### config.mk
export PLATFORM = sky130hd
export DESIGN_NAME = p_reg_ctrl
export DESIGN_NICKNAME = d
export VERILOG_FILES = /design/src/rtl/cpu_pkg.sv /design/src/rtl/p_reg_ctrl_arb.sv /design/src/rtl/p_reg_ctrl.sv
export SDC_FILE = /design/constraint.sdc
export NUM_CORES = 1
export LEC_CHECK = 0
export CAP_MARGIN = 15
export CORE_ASPECT_RATIO = 0.6
export CORE_MARGIN = 10
export CORE_UTILIZATION = 30
export DETAILED_ROUTE_END_ITERATION = 16
export MAX_ROUTING_LAYER = met4
export PLACE_DENSITY = 0.49
export SYNTH_ARGS = -nofsm -noshare
export SYNTH_HDL_FRONTEND = slang
export SYNTH_HIERARCHICAL = 1
export SYNTH_SLANG_ARGS = --single-unit
### constraint.sdc
create_clock -name clk -period 8.3 [get_ports clk]
set_input_delay 1.66 -clock clk [delete_from_list [all_inputs] [get_ports clk]]
set_output_delay 1.66 -clock clk [all_outputs]
set_load 0.01 [all_outputs]
### src/rtl/cpu_pkg.sv
// cpu_pkg: shared definitions for the 65C816 status-register slice.
//  - FLG_* : bit positions of the flags inside P (N V M X D I Z C = 7..0)
//  - p_src_t : flag-changing source; the encoding order is also the priority order
//  - p_req_t : one flag-update request as it travels through the arbiter
//  - lvl_src : maps an arbitration level (0 = highest) to its source
package cpu_pkg;

  localparam int FLG_C = 0;
  localparam int FLG_Z = 1;
  localparam int FLG_I = 2;
  localparam int FLG_D = 3;
  localparam int FLG_X = 4;
  localparam int FLG_M = 5;
  localparam int FLG_V = 6;
  localparam int FLG_N = 7;

  // Number of real (non-NONE) sources, one arbitration level each.
  localparam int NUM_LVL = 5;

  typedef enum logic [2:0] {
    SRC_NONE = 3'd0,
    SRC_ALU  = 3'd1,
    SRC_REP  = 3'd2,
    SRC_XCE  = 3'd3,
    SRC_PLP  = 3'd4,
    SRC_INT  = 3'd5
  } p_src_t;

  typedef struct packed {
    p_src_t     src;   // SRC_NONE marks an empty request / slot
    logic [7:0] mask;  // ALU write mask or REP/SEP operand
    logic [7:0] data;  // ALU flag values or PLP byte
    logic       set;   // REP/SEP: 1 = SEP
    logic       brk;   // INT: entry caused by BRK
  } p_req_t;

  localparam p_req_t REQ_NONE = '{src: SRC_NONE, mask: 8'h00, data: 8'h00,
                                  set: 1'b0, brk: 1'b0};

  // Level 0 is the highest priority.
  function automatic p_src_t lvl_src(input int lvl);
    case (lvl)
      0:       return SRC_INT;
      1:       return SRC_PLP;
      2:       return SRC_XCE;
      3:       return SRC_REP;
      default: return SRC_ALU;
    endcase
  endfunction

endpackage

### src/rtl/p_reg_ctrl_arb.sv
// p_reg_ctrl_arb (module p_req_arb): priority select across the new requests
// and the one-deep pending slot.
//  clk, reset  : clock, synchronous active-high reset
//  cpu_en      : clock enable; pending and drop_err change only when 1
//  new_req     : one request per level, index 0 = highest priority;
//                src = SRC_NONE when that source is idle
//  win_req     : winning request this cycle (SRC_NONE if nothing to do)
//  busy        : pending slot occupied
//  drop_err    : sticky, a request was discarded
module p_req_arb
  import cpu_pkg::*;
(
  input  logic                   clk,
  input  logic                   reset,
  input  logic                   cpu_en,
  input  p_req_t [NUM_LVL-1:0]   new_req,
  output p_req_t                 win_req,
  output logic                   busy,
  output logic                   drop_err
);

  p_req_t pend_reg;
  logic   drop_err_reg;

  // Candidates in strict service order. At each level the pending entry is
  // placed ahead of a new request of the same source, so the older one goes first.
  p_req_t slot [2*NUM_LVL];

  genvar gi;
  generate
    for (gi = 0; gi < NUM_LVL; gi++) begin : g_slot
      assign slot[2*gi]   = (pend_reg.src == lvl_src(gi)) ? pend_reg : REQ_NONE;
      assign slot[2*gi+1] = new_req[gi];
    end
  endgenerate

  p_req_t     win_next;
  p_req_t     pend_next;
  logic       drop_next;
  logic [1:0] taken;

  // First valid candidate wins, second becomes pending, the rest are dropped.
  always_comb begin
    win_next  = REQ_NONE;
    pend_next = REQ_NONE;
    drop_next = 1'b0;
    taken     = 2'd0;
    for (int i = 0; i < 2*NUM_LVL; i++) begin
      if (slot[i].src != SRC_NONE) begin
        if (taken == 2'd0) begin
          win_next = slot[i];
        end else if (taken == 2'd1) begin
          pend_next = slot[i];
        end else begin
          drop_next = 1'b1;
        end
        if (taken != 2'd2) begin
          taken = taken + 2'd1;
        end
      end
    end
  end

  always_ff @(posedge clk) begin
    if (reset) begin
      pend_reg     <= REQ_NONE;
      drop_err_reg <= 1'b0;
    end else if (cpu_en) begin
      pend_reg <= pend_next;
      if (drop_next) begin
        drop_err_reg <= 1'b1;
      end
    end
  end

  assign win_req  = win_next;
  assign busy     = (pend_reg.src != SRC_NONE);
  assign drop_err = drop_err_reg;

endmodule

### src/rtl/p_reg_ctrl.sv
// p_reg_ctrl: owns the 65C816 status register P and the E flag.
//  clk, reset        : clock, synchronous active-high reset
//  cpu_en            : CPU clock enable; all state advances only when 1
//  alu_we/mask/flags : ALU flag update, P = (P & ~mask) | (flags & mask)
//  rep_we/set/mask   : REP (set=0) / SEP (set=1) with immediate mask
//  plp_we/plp_data   : full P load from the stack
//  xce_req           : swap C and E
//  int_req/int_brk   : interrupt entry (I=1, D=0), BRK marker for p_push
//  p_out, e_out      : current P and E
//  p_push            : P image captured at interrupt entry
//  idx_hi_clr        : one-cycle pulse when X rises 0 -> 1
//  busy, drop_err    : arbiter pending-slot status / sticky discard flag
module p_reg_ctrl
  import cpu_pkg::*;
#(
  parameter logic [7:0] P_RESET = 8'h34,
  parameter logic       E_RESET = 1'b1
) (
  input  logic       clk,
  input  logic       reset,
  input  logic       cpu_en,
  input  logic       alu_we,
  input  logic [7:0] alu_mask,
  input  logic [7:0] alu_flags,
  input  logic       rep_we,
  input  logic       rep_set,
  input  logic [7:0] rep_mask,
  input  logic       plp_we,
  input  logic [7:0] plp_data,
  input  logic       xce_req,
  input  logic       int_req,
  input  logic       int_brk,
  output logic [7:0] p_out,
  output logic       e_out,
  output logic [7:0] p_push,
  output logic       idx_hi_clr,
  output logic       busy,
  output logic       drop_err
);

  p_req_t [NUM_LVL-1:0] new_req;
  p_req_t               win_req;

  // Index order follows lvl_src(): INT, PLP, XCE, REP, ALU.
  assign new_req[0] = int_req ? '{SRC_INT, 8'h00, 8'h00, 1'b0, int_brk}     : REQ_NONE;
  assign new_req[1] = plp_we  ? '{SRC_PLP, 8'hFF, plp_data, 1'b0, 1'b0}    : REQ_NONE;
  assign new_req[2] = xce_req ? '{SRC_XCE, 8'h00, 8'h00, 1'b0, 1'b0}       : REQ_NONE;
  assign new_req[3] = rep_we  ? '{SRC_REP, rep_mask, 8'h00, rep_set, 1'b0} : REQ_NONE;
  assign new_req[4] = alu_we  ? '{SRC_ALU, alu_mask, alu_flags, 1'b0, 1'b0} : REQ_NONE;

  p_req_arb u_arb (
    .clk      (clk),
    .reset    (reset),
    .cpu_en   (cpu_en),
    .new_req  (new_req),
    .win_req  (win_req),
    .busy     (busy),
    .drop_err (drop_err)
  );

  logic [7:0] p_reg, p_next;
  logic       e_reg, e_next;
  logic [7:0] p_push_reg, p_push_next;
  logic       idx_hi_clr_reg, idx_hi_clr_next;

  always_comb begin
    p_next      = p_reg;
    e_next      = e_reg;
    p_push_next = p_push_reg;
    case (win_req.src)
      SRC_ALU: p_next = (p_reg & ~win_req.mask) | (win_req.data & win_req.mask);
      SRC_REP: p_next = win_req.set ? (p_reg | win_req.mask) : (p_reg & ~win_req.mask);
      SRC_PLP: p_next = win_req.data;
      SRC_XCE: begin
        p_next[FLG_C] = e_reg;
        e_next        = p_reg[FLG_C];
      end
      SRC_INT: begin
        p_next[FLG_I] = 1'b1;
        p_next[FLG_D] = 1'b0;
        // Pushed image is P before entry; in emulation bits 5/4 become 1/B.
        p_push_next   = p_reg;
        if (e_reg) begin
          p_push_next[5] = 1'b1;
          p_push_next[4] = win_req.brk;
        end
      end
      default: ;
    endcase
    // Emulation pins M and X high whatever the source wrote.
    if (e_next) begin
      p_next[FLG_M] = 1'b1;
      p_next[FLG_X] = 1'b1;
    end
    // Narrowing the index registers must also clear their high bytes.
    idx_hi_clr_next = ~p_reg[FLG_X] & p_next[FLG_X];
  end

  always_ff @(posedge clk) begin
    if (reset) begin
      p_reg          <= P_RESET;
      e_reg          <= E_RESET;
      p_push_reg     <= 8'h00;
      idx_hi_clr_reg <= 1'b0;
    end else if (cpu_en) begin
      p_reg          <= p_next;
      e_reg          <= e_next;
      p_push_reg     <= p_push_next;
      idx_hi_clr_reg <= idx_hi_clr_next;
    end
  end

  assign p_out      = p_reg;
  assign e_out      = e_reg;
  assign p_push     = p_push_reg;
  assign idx_hi_clr = idx_hi_clr_reg;

endmodule

==> key figures, run 1 <==
STA
  – Final setup vio count: 0
  – Hold violation count in the final report: 0
  – Setup TNS: 0 ns
  – Final worst path period need: 7.95 ns
  – Max Freq: 126 MHz
  – Worst Clk Skew: approximately 0.0047 ns
  – Tightest slew margin relative to the limit: 0.279
  – WHS: 0.458 ns
  – Final Max Slew Viols: 0
  – Worst-margin pin slew: 1.08 ns
  – Final worst-path cycle share: 0.958
  – Worst setup margin: 0.349 ns

Worst setup path
  – Buf/Inv on CP: 6
  – Data arrival, critical path: 8.19 ns
  – Worst Setup Path Type: in -> reg
  – CP max FO: 18
  – Crit path launch type: input port
  – Most Frequent Cell on Critical Path: ha_1
  – CP required: 8.54 ns
  – Max stage delay on crit path: 0.50 ns
  – CP endpoint kind: register
  – Cell family with most CP delay: simple AND/OR/NAND/NOR gates
  – Worst path slowest cell: or4b_4

Yosys
  – Async set-reset flop share out of synthesis: 0
  – Post-synth EDFFs: 0
  – Seq/Total Area, Yosys: 0.170
  – Post-Syn Area per Cell: just over 7 µm²
  – Mapped Cells: 653
  – Area contributors post-synth: dfxtp_1 (17%), nand2_1 (6.7%), ha_1 (5.3%)
  – Area leader, netlist: dfxtp_1
  – Top_reg_cell synth: dfxtp_1
  – Post-Syn Area: 4710 µm²
  – Flop and latch count out of synthesis: 40
  – Share of the synthesized area in the top cell type: 0.170
  – Synth warnings: 6
  – Library cells used by synthesis: 77

Global routing
  – Grt total ovfl: 0
  – First-pass GRT wire length: 29,700 µm
  – Vias in the first global route: 5,225
  – Largest net degree at the start of global routing: 28
  – Initial antenna violation count: 0
  – Total track usage: 0.178

Layout
  – Max reg flops: 21
  – Most frequent cells in the layout: conb_1 (130), nand2_1 (84), buf_4 (81), clkdlybuf4s50_1 (60), a21oi_1 (42)
  – Design area: between 6000 and 7000 µm²
  – Synthesis-to-layout area growth: 43.4%
  – Leading cell type in the layout, fill and taps excluded: conb_1
  – Share of cells above drive strength 1: 0.161
  – ANT cells: 0
  – Layout Nets: ~950

Floorplanning
  – Cell row count: 35
  – Die footprint: 21,300 µm²
  – Die height: 117 µm
  – Starting density of the core: 0.307
  – # IOs: 62
  – Die width: about 180 µm
  – Core area: 15,400 µm²

Power
  – Power Density: between 500 and 600 nW/µm²
  – Static Leak: ~2.8 nW
  – Peak supply drop: 0.261 mV

Detailed routing
  – Avg Vias per Cell: 5.13
  – Via count: between 5,000 and 6,000
  – Antenna Nets Post-Route: 0
  – DRC viols: 0
  – Detailed Route Iter0 Violations: approximately 510
  – Initial DRT Pass Iterations: 6
  – Post-DR wirelength/cell: between 15 and 20 µm
  – Post-Route WL: 18,800 µm

Clock network
  – Hold-fix buffers, CTS: 0
  – CTS tree: built
  – Clock sink total: 40
  – H-tree depth: 2
  – Clock Tree Buf Depth: 2
  – Worst skew pair latency: 0.29 ns
  – TritonCTS Buffers: 5
  – Root Buffer: clkbuf_16
  – Clock transition at path regs: 0.06 ns

Placed design
  – IO buf count: 61
  – Pre-CTS setup slack: -0.353 ns
  – Placer Congestion: 0.890
  – HPWL after DPL: between 10,000 and 15,000 µm
  – Placed Area: 6480 µm²

Worst hold path
  – HP Class: reg -> reg

Flow run
  – Max Cap Violations: 0

Outcome
  – Status: finished clean
worst paths after layout:
path	startpoint	to	slack, ns	cells after the start
max	int_req	idx_hi_clr	0.35	33
min	p_push[6]	p_push[6]	0.46	2
max reg2reg	u_arb/pend_reg[20]	idx_hi_clr	1.26	32
min reg2reg	p_push[6]	p_push[6]	0.46	2
area by class of cell:
| class | count | area [µm²] |
|---|---|---|
| Multi-Input combinational cell | 658 | 4100 |
| Clock buffer | 5 | 125 |
| Sequential cell | 40 | 801 |
| Inverter | 38 | 143 |
| Tap cell | 203 | 254 |
| Timing Repair Buffer | 146 | 1290 |
| Clock inverter | 3 | 42.5 |
| Fill cell | 1599 | 8610 |
per-stage QoR:
step	instances	total power [mW]	utilization
final	1093	3.66	0.440
after global routing	1093	3.95	0.440
after CTS	1091	3.51	0.433
after detailed placement	1083	3.26	0.421
after global placement	1083	3.23	0.421
after floorplan	782	1.97	-
report_power, final:
| part | switching [mW] | internal, mW |
|---|---|---|
| Sequential | 0.0466 | 0.249 |
| Combinational | 1.70 | 1.44 |
| Clock | 0.0817 | 0.141 |
| Total | 1.83 | 1.83 |
kinds of logic (layout without fill, tap and decap cells):
| family | Yosys count | count (layout) | synth area share |
|---|---|---|---|
| flops | 40 | 40 | 0.170 |
| mux | 6 | 6 | 0.0135 |
| compound gates | 238 | 238 | 0.389 |
| fa+ha+maj | 20 | 20 | 0.0531 |
| simple gates | 263 | 263 | 0.289 |
| xor+xnor | 1 | 1 | 0.00186 |
| other cells | 1 | 130 | 0.000796 |
| buf+inv | 84 | 192 | 0.0826 |
cells in the mapped netlist (all sizes together) (18+ instances only):
cell type,count
nand2,85
a21oi,43
nor2,43
dfxtp,40
o21ai,39
and2,38
inv,37
nand3,26
a31oi,25
clkbuf,25
buf,21
o221ai,21
ha,20
a221oi,19
a222oi,19
a22o,18
worst reg2reg max path: cells and delay by family, from the launching register on:
kind	cells	cell delay, ns
AOI/OAI and AO/OA	11	1.68
DFF	1	0.68
adders and majority gates	7	1.89
buffers and inverters	5	0.47
muxes	2	0.58
and+or+nand+nor	6	1.52
xor gates and xnor gates	1	0.15
layer usage:
metal / share of wire / vias up / GRT usage / wire length, µm
met1: 0.56 / 2618 / 0.280 / 10500
met2: 0.37 / 165 / 0.226 / 7030
met3: 0.062 / 7 / 0.0298 / 1170
li1: - / 2821 / - / -
met5: 0 / - / - / 0
met4: 0.0046 / 0 / 0.0210 / 86
repair_timing:
item                       in CTS  in global routing
pin swaps                       0                  5
gates resized for setup         4                 21
setup endpoints to repair       9                 18
setup buffers                   0                  1
No activity file was read; power rests on OpenSTA's default activity.
==> inputs of run 2 (changes only) <==
--- a/config.mk
+++ b/config.mk
@@ -12,6 +12,7 @@
 export DETAILED_ROUTE_END_ITERATION = 16
 export MAX_ROUTING_LAYER = met4
 export PLACE_DENSITY = 0.49
+export RECOVER_POWER = 50
 export SYNTH_ARGS = -nofsm -noshare
 export SYNTH_HDL_FRONTEND = slang
 export SYNTH_HIERARCHICAL = 1
==> run 2 against run 1 <==
Cell count unchanged. First-iteration DRC count increased by 17%. Largest cell class unchanged. Clock power about the same. Sequential power about the same. Sequential share of layout area increased by 0.064 points.
==> key figures, run 2 (same netlist as run 1, synthesis figures left out) <==
Flow run
  – Max Cap Violations: 0 (unchanged)

Worst setup path
  – Crit path launch type: input port
  – Most Frequent Cell on Critical Path: ha_1
  – CP max FO: 18 (unchanged)
  – Data arrival, critical path: 8.20 ns (about the same)
  – Max stage delay on crit path: 0.50 ns (about the same)
  – CP endpoint kind: register
  – CP required: 8.54 ns (about the same)
  – Worst Setup Path Type: in -> reg
  – Worst path slowest cell: or4b_4

Detailed routing
  – Avg Vias per Cell: 5.11 (-0.37%)
  – DRC viols: 0 (unchanged)
  – Post-Route WL: 18,700 µm (-0.48%)
  – Initial DRT Pass Iterations: 6 (unchanged)
  – Detailed Route Iter0 Violations: 591 (+17%)
  – Post-DR wirelength/cell: 17.1 µm (-0.48%)
  – Via count: 5,590 (-0.37%)
  – Antenna Nets Post-Route: 0 (unchanged)

Layout
  – Layout fillers: 1,607 (+0.50%)
  – Design area: 6720 µm² (-0.54%)
  – Post-route insts no fill: 1,093 (unchanged)
  – Area of the multi-input gates: 4070 µm² (-0.73%)
  – ANT cells: 0 (unchanged)
  – Leading cell type in the layout, fill and taps excluded: conb_1
  – Share of cells above drive strength 1: 0.155 (-0.00562)
  – Layout Nets: 951 (unchanged)
  – Synthesis-to-layout area growth: 42.6%
  – Max reg flops: 21 (unchanged)
  – FF+latch area: 801 µm² (unchanged)
  – Most frequent cells in the layout: conb_1 (130), nand2_1 (84), buf_4 (79), a21oi_1 (42)

Clock network
  – Clock transition at path regs: 0.06 ns (about the same)
  – Hold-fix buffers, CTS: 0 (unchanged)
  – Worst skew pair latency: 0.29 ns (about the same)
  – CTS tree: built
  – Clock Tree Buf Depth: 2 (unchanged)
  – H-tree depth: 2 (unchanged)
  – Clock sink total: 40 (unchanged)
  – TritonCTS Buffers: 5 (unchanged)
  – Root Buffer: clkbuf_16

Global routing
  – First-pass GRT wire length: 29,700 µm (unchanged)
  – Initial antenna violation count: 0 (unchanged)
  – Largest net degree at the start of global routing: 28 (unchanged)
  – Grt total ovfl: 0 (unchanged)
  – Total track usage: 0.178 (unchanged)
  – Vias in the first global route: 5,225 (unchanged)

STA
  – Final worst path period need: 7.96 ns (+0.0100 ns)
  – Final Max Slew Viols: 0 (unchanged)
  – Max Freq: 126 MHz (-0.13%)
  – Final setup vio count: 0 (unchanged)
  – Worst-margin pin slew: 1.04 ns (-0.0377 ns)
  – Hold violation count in the final report: 0 (unchanged)
  – Setup TNS: 0 ns (unchanged)
  – Final worst-path cycle share: 0.959 (+0.00121)
  – Worst Clk Skew: 0.00465 ns (-0.0000847 ns)
  – Tightest slew margin relative to the limit: 0.304 (+0.0252)

Placed design
  – Placed Cells: 1,083 (unchanged)
  – Placed Area: 6480 µm² (unchanged)
  – IO buf count: 61 (unchanged)
  – HPWL after DPL: 14,600 µm (unchanged)
  – Placer Congestion: 0.890 (unchanged)

Power
  – Power Density: 538 nW/µm² (-0.55%)
  – Final Power: 3.62 mW (-1.1%)
  – Peak supply drop: 0.260 mV (-0.49%)
  – Static Leak: 2.86 nW (+1.0%)

Floorplanning
  – Die footprint: 21,300 µm² (unchanged)
  – Die width: 182 µm (unchanged)
  – Cell row count: 35 (unchanged)
  – Starting density of the core: 0.307 (unchanged)
  – Core area: 15,400 µm² (unchanged)
  – # IOs: 62 (unchanged)
  – Die height: 117 µm (unchanged)

Worst hold path
  – HP Class: reg -> reg

Outcome
  – Status: finished clean
==> run 2: per-layer routing <==
layer  GRT usage  wire, µm
met5           -         0
met4      0.0210        86
met3      0.0298      1450
met2       0.226      7040
met1       0.280     10100
==> run 2: final cells by class <==
| type | instances | share of cell area |
|---|---|---|
| Sequential cell | 40 | 0.119 |
| Timing Repair Buffer | 146 | 0.191 |
| Clock buffer | 5 | 0.0186 |
| Multi-Input combinational cell | 658 | 0.606 |
| Inverter | 38 | 0.0212 |
| Clock inverter | 3 | 0.00633 |
| Tap cell | 203 | 0.0378 |
==> run 2: final timing paths <==
path,startpoint,end,slack [ns],depth (start not counted)
hold reg to reg,p_push[6],p_push[6],0.45,2
setup reg to reg,u_arb/pend_reg[20],idx_hi_clr,1.27,32
hold / removal,p_push[6],p_push[6],0.45,2
setup / recovery,int_req,idx_hi_clr,0.34,33
==> run 2: metrics by stage <==
stage / utilization / worst slack, ns / hold WS (ns)
after global routing: 0.437 / -0.0220 / 0.479
after detailed placement: 0.421 / -0.353 / 0.450
after CTS: 0.433 / 0.0563 / 0.461
final: 0.437 / 0.339 / 0.454
after global placement: 0.421 / -0.254 / 0.443
after floorplan: - / 0.247 / 0.442
==> run 2: worst max-delay path: cells and delay by family <==
| family | cells | cell delay, ns |
|---|---|---|
| compound gates | 11 | 1.67 |
| xor+xnor | 1 | 0.14 |
| fa+ha+maj | 7 | 1.69 |
| buf+inv | 6 | 0.65 |
| mux | 2 | 0.58 |
| simple gates | 6 | 1.78 |
==> run 2: power by group <==
| group | internal [mW] | switching [mW] |
|---|---|---|
| Combinational | 1.43 | 1.68 |
| Sequential | 0.249 | 0.0460 |
| Clock | 0.141 | 0.0810 |
| Total | 1.82 | 1.80 |
==> run 2: repair_timing <==
action / CTS / global route
endpoints found under the hold margin: 0 / 0
setup endpoints to repair: 9 / 18
setup buffers: 0 / 1
pin swaps: 0 / 5
gates resized for setup: 4 / 21
